===== src/rtl/hazard_control_unit_pkg.sv =====
// Shared hazard-control types: FSM state, forwarding select codes
// and the default register address width.
package hazard_control_unit_pkg;

   localparam int HZ_REG_AW = 5;

   typedef enum logic [1:0] {
      RUN         = 2'd0,
      MEM_WAIT    = 2'd1,
      MULDIV_WAIT = 2'd2
   } hz_state_e;

   localparam logic [1:0] FWD_RF    = 2'b00;
   localparam logic [1:0] FWD_EXMEM = 2'b01;
   localparam logic [1:0] FWD_MEMWB = 2'b10;

endpackage


===== src/rtl/hazard_control_unit_reg_match.sv =====
// Register dependency comparator: source vs destination, x0 and valid qualified.
// Ports: src_i/use_i (reader), dst_i/regwrite_i (writer), match_o.
module hazard_reg_match
   import hazard_control_unit_pkg::*;
#(
   parameter int REG_AW = HZ_REG_AW
) (
   input  logic [REG_AW-1:0] src_i,
   input  logic              use_i,
   input  logic [REG_AW-1:0] dst_i,
   input  logic              regwrite_i,
   output logic              match_o
);

   assign match_o = use_i & regwrite_i
                  & (dst_i != '0)
                  & (src_i == dst_i);

endmodule


===== src/rtl/hazard_control_unit.sv =====
// Pipeline hazard controller: forwarding selects, load-use bubbles,
// memory-wait freezes and mul/div stalls with a sticky watchdog.
// Ports: ID sources, EX/MEM destinations, MEM_READY, MULDIV_BUSY in;
// HOLD_*/BUBBLE_* (Mealy), FWD_RS*_SEL and TIMEOUT_ERR (registered) out.
module hazard_control_unit
   import hazard_control_unit_pkg::*;
#(
   parameter int REG_AW         = HZ_REG_AW,
   parameter bit FWD_EN         = 1'b1,
   parameter int MULDIV_TIMEOUT = 64
) (
   input  logic              CLK,
   input  logic              RESET,
   input  logic [REG_AW-1:0] ID_RS1,
   input  logic [REG_AW-1:0] ID_RS2,
   input  logic              ID_USE_RS1,
   input  logic              ID_USE_RS2,
   input  logic [REG_AW-1:0] EX_RD,
   input  logic [REG_AW-1:0] MEM_RD,
   input  logic              EX_REGWRITE,
   input  logic              MEM_REGWRITE,
   input  logic              EX_LOAD,
   input  logic              MEM_LOAD,
   input  logic              MEM_READY,
   input  logic              MULDIV_BUSY,
   output logic              HOLD_FE,
   output logic              HOLD_EX,
   output logic              HOLD_ALL,
   output logic              BUBBLE_EX,
   output logic              BUBBLE_MEM,
   output logic [1:0]        FWD_RS1_SEL,
   output logic [1:0]        FWD_RS2_SEL,
   output logic              TIMEOUT_ERR
);

   localparam int CW = $clog2(MULDIV_TIMEOUT + 1);
   localparam logic [CW-1:0] CNT_MAX = CW'(MULDIV_TIMEOUT);

   hz_state_e     state_q, state_d;
   logic [CW-1:0] cnt_q, cnt_d;
   logic          err_q;
   logic [1:0]    sel1_q, sel1_d;
   logic [1:0]    sel2_q, sel2_d;

   logic ex1, ex2, mem1, mem2;
   logic ex_hit, mem_hit;
   logic mem_stall, raw_stall;

   hazard_reg_match #(.REG_AW(REG_AW)) u_ex1 (
      .src_i(ID_RS1), .use_i(ID_USE_RS1),
      .dst_i(EX_RD), .regwrite_i(EX_REGWRITE),
      .match_o(ex1)
   );

   hazard_reg_match #(.REG_AW(REG_AW)) u_ex2 (
      .src_i(ID_RS2), .use_i(ID_USE_RS2),
      .dst_i(EX_RD), .regwrite_i(EX_REGWRITE),
      .match_o(ex2)
   );

   hazard_reg_match #(.REG_AW(REG_AW)) u_mem1 (
      .src_i(ID_RS1), .use_i(ID_USE_RS1),
      .dst_i(MEM_RD), .regwrite_i(MEM_REGWRITE),
      .match_o(mem1)
   );

   hazard_reg_match #(.REG_AW(REG_AW)) u_mem2 (
      .src_i(ID_RS2), .use_i(ID_USE_RS2),
      .dst_i(MEM_RD), .regwrite_i(MEM_REGWRITE),
      .match_o(mem2)
   );

   assign ex_hit    = ex1 | ex2;
   assign mem_hit   = mem1 | mem2;
   assign mem_stall = MEM_LOAD & ~MEM_READY;

   // Without forwarding every EX/MEM RAW dependency has to wait out.
   assign raw_stall = (EX_LOAD & ex_hit)
                    | (~FWD_EN & (ex_hit | mem_hit));

   always_comb begin
      state_d    = state_q;
      cnt_d      = cnt_q;
      HOLD_FE    = 1'b0;
      HOLD_EX    = 1'b0;
      HOLD_ALL   = 1'b0;
      BUBBLE_EX  = 1'b0;
      BUBBLE_MEM = 1'b0;
      unique case (state_q)
         RUN, MULDIV_WAIT: begin
            if (mem_stall) begin
               HOLD_ALL = 1'b1;
               state_d  = MEM_WAIT;
            end else if (MULDIV_BUSY) begin
               HOLD_FE    = 1'b1;
               HOLD_EX    = 1'b1;
               BUBBLE_MEM = 1'b1;
               state_d    = MULDIV_WAIT;
               if (state_q == RUN)
                  cnt_d = '0;
               else if (cnt_q != CNT_MAX)
                  cnt_d = cnt_q + CW'(1);
            end else begin
               state_d = RUN;
               if (raw_stall) begin
                  HOLD_FE   = 1'b1;
                  BUBBLE_EX = 1'b1;
               end
            end
         end
         MEM_WAIT: begin
            HOLD_ALL = ~MEM_READY;
            if (MEM_READY)
               state_d = RUN;
         end
         default: state_d = RUN;
      endcase
      if (RESET) begin
         HOLD_FE    = 1'b0;
         HOLD_EX    = 1'b0;
         HOLD_ALL   = 1'b0;
         BUBBLE_EX  = 1'b0;
         BUBBLE_MEM = 1'b0;
      end
   end

   // Selects for the operand about to enter EX; frozen while EX is held.
   always_comb begin
      sel1_d = FWD_RF;
      sel2_d = FWD_RF;
      if (HOLD_EX | HOLD_ALL) begin
         sel1_d = sel1_q;
         sel2_d = sel2_q;
      end else if (!BUBBLE_EX && FWD_EN) begin
         sel1_d = ex1 ? FWD_EXMEM : (mem1 ? FWD_MEMWB : FWD_RF);
         sel2_d = ex2 ? FWD_EXMEM : (mem2 ? FWD_MEMWB : FWD_RF);
      end
   end

   always_ff @(posedge CLK) begin
      if (RESET) begin
         state_q <= RUN;
         cnt_q   <= '0;
         err_q   <= 1'b0;
         sel1_q  <= FWD_RF;
         sel2_q  <= FWD_RF;
      end else begin
         state_q <= state_d;
         cnt_q   <= cnt_d;
         err_q   <= err_q | (cnt_d == CNT_MAX);
         sel1_q  <= sel1_d;
         sel2_q  <= sel2_d;
      end
   end

   assign FWD_RS1_SEL = sel1_q;
   assign FWD_RS2_SEL = sel2_q;
   assign TIMEOUT_ERR = err_q;

endmodule


===== config.mk =====
export PLATFORM = sky130hd
export DESIGN_NAME = hazard_control_unit
export DESIGN_NICKNAME = d
export VERILOG_FILES = /design/src/rtl/hazard_control_unit_pkg.sv /design/src/rtl/hazard_control_unit_reg_match.sv /design/src/rtl/hazard_control_unit.sv
export SDC_FILE = /design/constraint.sdc
export NUM_CORES = 1
export LEC_CHECK = 0
export CORE_AREA = 4 4 64 66
export CTS_CLUSTER_DIAMETER = 200
export DETAILED_ROUTE_END_ITERATION = 8
export DIE_AREA = 0 0 68 70
export PLACE_DENSITY = 0.58
export SLEW_MARGIN = 20
export SYNTH_ARGS = -nofsm -noshare
export SYNTH_HDL_FRONTEND = slang
export SYNTH_HIERARCHICAL = 1
export SYNTH_SLANG_ARGS = --single-unit

===== constraint.sdc =====
create_clock -name CLK -period 5.2 [get_ports CLK]
set_input_delay 1.04 -clock CLK [delete_from_list [all_inputs] [get_ports CLK]]
set_output_delay 1.04 -clock CLK [all_outputs]
set_load 0.005 [all_outputs]

==> results.md <==
- CP cell instances: clkdlybuf4s50_1 > xnor2_1 > o2111ai_1 > nor3b_2 > o21ai_0 > a2111oi_0 > clkdlybuf4s50_1
- # DRC: 0
- Endpoints failing setup: 0
- Total track usage: 14.72%
- Hold path cells: 2
- GP Congestion: 0.8506
- FF-to-FF path depth: 7
- Final #Nets: 222
- Register bit total from synthesis: 14
- Commonest cells after routing, fill and taps aside: clkdlybuf4s50_1, xnor2_1, nor2_1, dfxtp_1, inv_1
- Ant. Diodes: 0
- YS warnings: 6
- Worst slew pin tran: 658.0 ps
- Mean Syn Cell Area: 7.842 um2
- Critical Path RT: 4160 ps
- Crit-path most repeated cell: clkdlybuf4s50_1
- Min-delay src: TIMEOUT_ERR$_SDFF_PP0_
- Vias in the first global route: around 1100
- CP Data Arrival Time: ~3300 ps
- Placed instance area: 1607 um2
- Status: complete, no violations
- Net Count, Synth: 185
- Count of final hold-check violations: 0
- Post-synth top flop: dfxtp_1
- Commonest non-fill, non-tap cell in the layout: clkdlybuf4s50_1
- I/O Pins: 40
- Critical path type: in -> out
- Worst setup EP type: primary output
- Setup TNS Final: 0 ps
- Initial core utilization: 33.53%
- Post-CTS sizing: 0
- DR WL/cell: 14.08 um
- RSZ-0062 raised after global routing: no
- Clk_skew: 15.83 ps
- Post-CTS Hold Buffers: 0
- Antenna-violating nets left: 0
- Max Cap Violations: 0
- Initial antenna violation count: 0
- Clock transition at path regs: 80 ps
- Core area: 3578 um2
- Later-pin clock latency in the skew report: 290 ps
- Pre-antenna DRT Iters: 4
- Crit share post-route: 83.91%
- Power Density: ~160 nW/um2
- LEAKAGE: between 0.0005 and 0.0006 uW
- Post-synth EDFFs: 0
- Clock period minus worst slack: 4363 ps
- Post-synthesis cell count: 153
- Post-CTS Setup Bufs: 0
- Crit-path max FO: 4
- Ys async rst share: 0%
- CP peak stage delay: 590 ps
- R2R Setup Slk: 3310 ps
- Worst hold path class: reg -> reg
- FP Rows: 22
- Place WS: 827.2 ps
- Hold path endpoint: TIMEOUT_ERR$_SDFF_PP0_
- Drt first-iter violations: 62
- Routed wire length: 3336 um
- Yosys cell types: 42
- CTS Buf Count: 3
- Vias per cell: ~5.2
- FF-to-FF End: cnt_q[5]$_SDFF_PP0_
- Relative slew slack: a little under three fifths
- Design area: ~1600 um2
- Setup crit start kind: input port
- Clk buf depth: 2
- F_max: 0.2292 GHz
- Reg2reg start: cnt_q[0]$_SDFF_PP0_
- CTS tree: yes
- Synthesized area: 1200 um2
- GRT Residual Overflow: 0
- Die Area: 4760 um2
- Chip Height: 70 um
- Die Width: around 68 um
- Share of cells above drive strength 1: around 8.5%
- Sequential area share after synthesis: between 20% and 30%
- Root Driver: clkbuf_4
- Max-slew violations: 0
- Post-DP HPWL: approximately 2700 um
- CTS Sinks: 14
- VDD IR-drop max: 0.1028 mV
- Slowest CP cell: clkdlybuf4s50_1
- Pin count of the biggest net entering global routing: 12
- Global-route wire length before repair: 5416 um
- Setup WS post-layout: 836.8 ps
- PortBufs: 39
- Layout Area Growth over Synthesis: 36.91%
- Vias post-DR: 1223
- H-tree Lvls: 1
## logic make-up after synthesis
| logic type | Yosys count | synth area share, % |
|---|---|---|
| flops | 14 | 23.36 |
| simple gates | 53 | 24.92 |
| compound gates | 43 | 27.01 |
| buf+inv | 22 | 8.655 |
| fa+ha+maj | 2 | 2.085 |
| mux | 1 | 0.8342 |
| xor+xnor | 18 | 13.14 |
## worst max-delay path: cells and delay by family
family	cells	cell delay, ps
XOR/XNOR	1	140
buffers and inverters	2	1160
AND/OR/NAND/NOR	1	270
AO/OA/AOI/OAI	3	710
## metrics by stage
stage               instances  hold slack [ps]  total power [uW]  utilization (%)
floorplan                 153            458.5             146.5                -
global placement          233            465.8             183.8            44.90
detailed placement        233            463.3             185.3            44.90
CTS                       237            475.8             267.9            45.91
global route              237            483.2             278.6            45.91
finish                    237            471.0             264.8            45.91
## registers in the layout, indices dropped and copies added (netlist names)
name and flops:
cnt_q 7, FWD_RS1_SEL 2, FWD_RS2_SEL 2, state_q 2, TIMEOUT_ERR 1
## Yosys cell counts (4+ instances only)
| cell | instances | area [um2] |
|---|---|---|
| nand3_1 | 6 | 30.03 |
| nor2_1 | 15 | 56.30 |
| nand2_1 | 7 | 26.28 |
| nor3b_2 | 4 | 50.05 |
| a21oi_1 | 9 | 45.04 |
| inv_1 | 14 | 52.55 |
| o21ai_0 | 12 | 60.06 |
| dfxtp_1 | 14 | 280.3 |
| nor3_1 | 5 | 25.02 |
| nor4_1 | 4 | 25.02 |
| o2111ai_1 | 5 | 43.79 |
| xnor2_1 | 18 | 157.7 |
## area by class of cell
type | instances | area (um2)
Multi-Input combinational cell | 117 | 815.8
Tap cell | 48 | 60.06
Fill cell | 375 | 1936
Inverter | 14 | 52.55
Clock buffer | 4 | 36.28
Timing Repair Buffer | 40 | 397.9
Sequential cell | 14 | 280.3
## routing by layer
layer / vias to the layer above / track usage, % / routed length (um)
li1: 628 / - / -
met1: 556 / 21.28 / 1660
met2: 33 / 20.56 / 1465
met3: 6 / 3.215 / 134
met4: 0 / 6.181 / 76
met5: - / 0 / 0
## how the worst max path moves through the flow
stage               startpoint       to  slack [ps]  depth (start not counted)
floorplan            ID_RS2[0]  HOLD_FE        2020                          5
global placement      EX_RD[0]  HOLD_FE         900                          7
detailed placement    EX_RD[0]  HOLD_FE         830                          7
CTS                   EX_RD[0]  HOLD_FE         800                          7
global route          EX_RD[0]  HOLD_FE         580                          7
finish                EX_RD[0]  HOLD_FE         840                          7
## where the power goes
group          total, uW  internal (uW)  switching, uW
clock network       81.8           42.6           39.1
registers            111            108           2.37
logic               72.2           39.5           32.7
total                265            191           74.2
Power figures use the tool's default switching activity.
